<file path="config.mk">
export PLATFORM = sky130hd
export DESIGN_NAME = serial_operand_loader
export DESIGN_NICKNAME = d
export VERILOG_FILES = /design/src/rtl/serial_operand_loader.sv
export SDC_FILE = /design/constraint.sdc
export NUM_CORES = 1
export LEC_CHECK = 0
export CORE_MARGIN = 2
export CORE_UTILIZATION = 46
export CTS_BUF_LIST = sky130_fd_sc_hd__clkbuf_8
export CTS_CLUSTER_SIZE = 30
export DETAILED_ROUTE_END_ITERATION = 10
export PLACE_DENSITY = 0.73
export SYNTH_ARGS = -nofsm -noshare
export SYNTH_HDL_FRONTEND = slang
export SYNTH_SLANG_ARGS = --single-unit
</file>
<file path="constraint.sdc">
create_clock -name clk -period 2 [get_ports clk]
set_input_delay 0.4 -clock clk [delete_from_list [all_inputs] [get_ports clk]]
set_output_delay 0.4 -clock clk [all_outputs]
set_load 0.005 [all_outputs]
</file>
<file path="src/rtl/serial_operand_loader.sv">
// Serial operand loader: shifts a 10-bit frame (opcode, A, B; each field LSB first),
// issues the operands to a downstream ALU stage and captures its result.
module serial_operand_loader (
  input  logic       clk,
  input  logic       rst_n,
  input  logic       start,
  input  logic       sin_valid,
  input  logic       sin,
  input  logic [3:0] e_in,
  output logic [3:0] a_out,
  output logic [3:0] b_out,
  output logic [1:0] c_out,
  output logic [3:0] result,
  output logic       done,
  output logic       busy,
  output logic       frame_err
);

  typedef enum logic [2:0] {
    IDLE    = 3'd0,
    OP      = 3'd1,
    LOAD_A  = 3'd2,
    LOAD_B  = 3'd3,
    ISSUE   = 3'd4,
    CAPTURE = 3'd5
  } state_t;

  state_t     state;
  state_t     state_nxt;
  logic [2:0] bit_cnt;
  logic [1:0] op_sr;
  logic [3:0] a_sr;
  logic [3:0] b_sr;

  logic       in_frame;
  logic       accept;
  logic       last_bit;
  logic       cnt_clr;
  logic       sr_clr;
  logic       load_out;
  logic       capture;
  logic       err_nxt;

  // A start inside a frame always wins over the data bit presented with it.
  always_comb begin
    in_frame = (state == OP) || (state == LOAD_A) || (state == LOAD_B);
    accept   = in_frame && sin_valid && !start;
    last_bit = (state == OP) ? (bit_cnt == 3'd1) : (bit_cnt == 3'd3);
  end

  always_ff @(posedge clk or negedge rst_n) begin
    if (!rst_n) begin
      state <= IDLE;
    end else begin
      state <= state_nxt;
    end
  end

  always_comb begin
    state_nxt = state;
    cnt_clr   = 1'b0;
    sr_clr    = 1'b0;
    load_out  = 1'b0;
    capture   = 1'b0;
    err_nxt   = 1'b0;
    case (state)
      IDLE: begin
        if (start) begin
          state_nxt = OP;
          cnt_clr   = 1'b1;
          sr_clr    = 1'b1;
        end
      end
      OP, LOAD_A, LOAD_B: begin
        if (start) begin
          state_nxt = OP;
          cnt_clr   = 1'b1;
          sr_clr    = 1'b1;
          err_nxt   = 1'b1;
        end else if (accept && last_bit) begin
          cnt_clr = 1'b1;
          if (state == OP) begin
            state_nxt = LOAD_A;
          end else if (state == LOAD_A) begin
            state_nxt = LOAD_B;
          end else begin
            state_nxt = ISSUE;
          end
        end
      end
      // Starts arriving while the transaction is in flight are dropped.
      ISSUE: begin
        state_nxt = CAPTURE;
        load_out  = 1'b1;
        err_nxt   = start;
      end
      CAPTURE: begin
        state_nxt = IDLE;
        capture   = 1'b1;
        err_nxt   = start;
      end
      default: begin
        state_nxt = IDLE;
      end
    endcase
  end

  always_ff @(posedge clk or negedge rst_n) begin
    if (!rst_n) begin
      bit_cnt <= 3'd0;
    end else if (cnt_clr) begin
      bit_cnt <= 3'd0;
    end else if (accept) begin
      bit_cnt <= bit_cnt + 3'd1;
    end
  end

  // Bits enter at the MSB so the first bit of each field settles in bit 0.
  always_ff @(posedge clk or negedge rst_n) begin
    if (!rst_n) begin
      op_sr <= 2'd0;
      a_sr  <= 4'd0;
      b_sr  <= 4'd0;
    end else if (sr_clr) begin
      op_sr <= 2'd0;
      a_sr  <= 4'd0;
      b_sr  <= 4'd0;
    end else if (accept) begin
      case (state)
        OP:      op_sr <= {sin, op_sr[1]};
        LOAD_A:  a_sr  <= {sin, a_sr[3:1]};
        LOAD_B:  b_sr  <= {sin, b_sr[3:1]};
        default: ;
      endcase
    end
  end

  always_ff @(posedge clk or negedge rst_n) begin
    if (!rst_n) begin
      a_out     <= 4'd0;
      b_out     <= 4'd0;
      c_out     <= 2'd0;
      result    <= 4'd0;
      done      <= 1'b0;
      frame_err <= 1'b0;
    end else begin
      if (load_out) begin
        a_out <= a_sr;
        b_out <= b_sr;
        c_out <= op_sr;
      end
      if (capture) begin
        result <= e_in;
      end
      done      <= capture;
      frame_err <= err_nxt;
    end
  end

  assign busy = (state != IDLE);

endmodule

</file>
==> impl_metrics.py <==
metrics = {
    "outcome": {
        "status": "finished, final reports clean",
    },
    "sta": {
        "fin_setup_tns_ns": 0,
        "finalClockSkew_ns": 0.00209,
        "finalSetupViolCount": 0,
        "final-max-slew-violation-count": 0,
        "hold_viol": 0,
        "fmax_ghz": 0.527,
        "timing.final.ws_setup_ns": 0.104,
        "rsz0062_at_grt": "no",
        "slew-limit-headroom_pct": 72.8,
        "tightest_slew_ns": 0.406,
        "min_period_ns": 1.90,
        "post-route-period-util_pct": 94.8,
    },
    "synthesis": {
        "ys_top_cells_by_area": "dfrtp_1, mux2_2, mux2i_1, nor2_1, nor2b_1",
        "syn_inst": 118,
        "yosysWarnings": 0,
        "synth_ff_type": "dfrtp_1",
        "ys_ff_latch": 32,
        "synth-async-reset-ratio_pct": 100,
        "synth_top_cell_by_area": "dfrtp_1",
        "synth_top_area_share_pct": 55.7,
        "syn_avg_cell_area_um2": 12.2,
        "ys_seq_area_share_pct": 55.7,
        "synth_area_um2": 1440,
        "synth_nets": 128,
        "yosysUniqueCellTypes": 34,
        "synth_edf_count": 0,
    },
    "placement": {
        "io_buffers": 25,
        "place_ws_ns": 0.101,
        "dpl.hpwl_mm": 2.01,
        "place.gp.congestion": 0.812,
    },
    "die": {
        "dieArea_um2": 3590,
        "io_pins": 26,
        "die_w_um": 59.9,
        "start_util_pct": 47.9,
        "row_count": 20,
        "fp.coreArea_um2": 3000,
        "die_h_um": 59.9,
    },
    "global_routing": {
        "grt_max_degree": 33,
        "antenna_found_initial": 0,
        "grt_pass1_wl_mm": 4.75,
        "grt_pass1_vias": 992,
        "grtUsageTotal_pct": 18.7,
        "grt.overflow.total": 0,
    },
    "detailed_routing": {
        "wl_per_cell_um": 15.2,
        "drtIter0Drc": 50,
        "via_count": 1021,
        "drt-vias-per-instance": 5.52,
        "drc": 0,
        "totalWireLength_mm": 2.81,
        "first_pass_iters": 4,
        "ant_nets": 0,
    },
    "final_layout": {
        "final_cell_mix": "dfrtp_1, clkdlybuf4s50_1, mux2_2",
        "nets": 161,
        "drive_gt1_share_pct": 21.7,
        "fill_cells": 250,
        "final_common_cell": "dfrtp_1",
        "seqCellArea_um2": 801,
        "area_growth_pct": 30.6,
        "multi_input_area_um2": 593,
        "n_antenna_cell": 0,
    },
    "setup_path": {
        "crit_type": "reg2out",
        "cp.buffers_inverters": 1,
        "slowest_stage": "clkdlybuf4s50_1",
        "critPathMaxStageDelay_ns": 0.46,
        "path_max_fanout": 2,
        "critical_path.top_delay_family": "buffers and inverters",
        "regToRegSetupSlack_ns": 0.41,
        "path_cells": "or3_1 > clkdlybuf4s50_1",
        "endpoint_kind": "primary output",
        "required_ns": 1.60,
        "arrival_ns": 1.50,
        "critPathLaunchType": "flip-flop",
    },
    "run": {
        "drv_cap": 0,
    },
    "cts": {
        "root_buffer": "clkbuf_8",
        "tritoncts": "done",
        "cts_buffers": 5,
        "path_clk_slew_ns": 0.06,
        "htreeDepth": 2,
        "clk_latency_ns": 0.28,
        "post_cts_resized": 0,
        "clock_sinks": 32,
        "holdBufCountCts": 0,
        "clk_path_buf_depth": 2,
        "cts_setup_buffers": 0,
    },
    "pwr": {
        "leakage_nw": 0.887,
        "power_density_nw_per_um2": 828,
        "internal-power_w": 0.00122,
        "ir_worst_vdd_mv": 0.460,
        "switching_share_pct": 21.8,
        "pwr-share-seq_pct": 44.9,
        "p_comb_share_pct": 12.2,
        "clock_power_share_pct": 42.9,
        "switchingPower_w": 0.000339,
    },
    "min_path": {
        "hp-class": "reg2reg",
    },
}
[stage by stage]
stage,instance area (µm²),power [W],utilization (%),hold WS [ns],std cells
2_1_floorplan,1440,0.000804,-,0.104,118
3_3_place_gp,1750,0.000893,58.4,0.490,177
3_5_place_dp,1750,0.000901,58.4,0.496,177
4_1_cts,1880,0.00158,62.6,0.511,185
5_1_grt,1880,0.00163,62.6,0.520,185
6_report,1880,0.00156,62.6,0.505,185
[worst register-to-register path, stage by stage, from the launching register on]
cell      delay, ns
dfrtp_1        0.38
buf_4          0.19
nand2b_1       0.22
nor3_1         0.30
nor4b_1        0.30
o21a_1         0.15
[worst paths after layout]
check | startpoint | endpoint | depth (start not counted)
min in group asynchronous | rst_n | a_sr[0] | 2
setup / recovery | state[2] | busy | 2
hold reg to reg | c_out[1] | c_out[1] | 1
max in group asynchronous | rst_n | b_out[2] | 2
setup reg to reg | state[2] | state[1] | 5
hold / removal | c_out[1] | c_out[1] | 1
[power groups by stage]
stage	Combinational (W)	Sequential, W	Clock (W)
finish	0.000189	0.000699	0.000667
global route	0.000212	0.000702	0.000712
CTS	0.000192	0.000699	0.000689
detailed placement	0.000191	0.000710	0
global placement	0.000185	0.000708	0
floorplan	0.0000954	0.000709	0
[cells in the mapped netlist, types with 2 or more instances]
library cell / number
a22oi_1: 4
a31oi_1: 2
nand3_1: 2
buf_2: 3
nand2b_1: 2
o21ai_0: 2
mux2_2: 14
mux2i_1: 8
nor2_1: 12
nand2_1: 3
inv_1: 4
clkbuf_1: 2
o21ai_1: 2
nor2b_1: 5
dfrtp_1: 32
nand3b_1: 3
[registers in the layout (all words and copies together), names as in the netlist]
register   count
frame_err      1
bit_cnt        3
result         4
done           1
b_out          4
a_out          4
c_out          2
b_sr           4
a_sr           4
op_sr          2
state          3
[logic make-up after synthesis]
kind of cell | Yosys count | synth area share, %
flops | 32 | 55.7
mux | 22 | 16.5
simple gates | 35 | 14.2
fa+ha+maj | 1 | 0.869
xor+xnor | 1 | 0.609
compound gates | 17 | 9.04
buf+inv | 10 | 3.13
[layer usage]
layer | share of wire [%] | GRT usage (%) | wire length (µm)
met5 | 0 | 0 | 0
met4 | 1.8 | 7.62 | 51
met3 | 5.6 | 7.14 | 157
met2 | 48 | 29.3 | 1360
met1 | 44 | 23.0 | 1240
[cell type report]
cell class,count,share of cell area [%]
Sequential cell,32,42.6
Multi-Input combinational cell,76,31.6
Timing Repair Buffer,32,16.1
Clock buffer,7,5.13
Tap cell,33,2.20
Clock inverter,1,1.60
Inverter,4,0.799
Note: power is estimated with default switching activity, not from simulation.
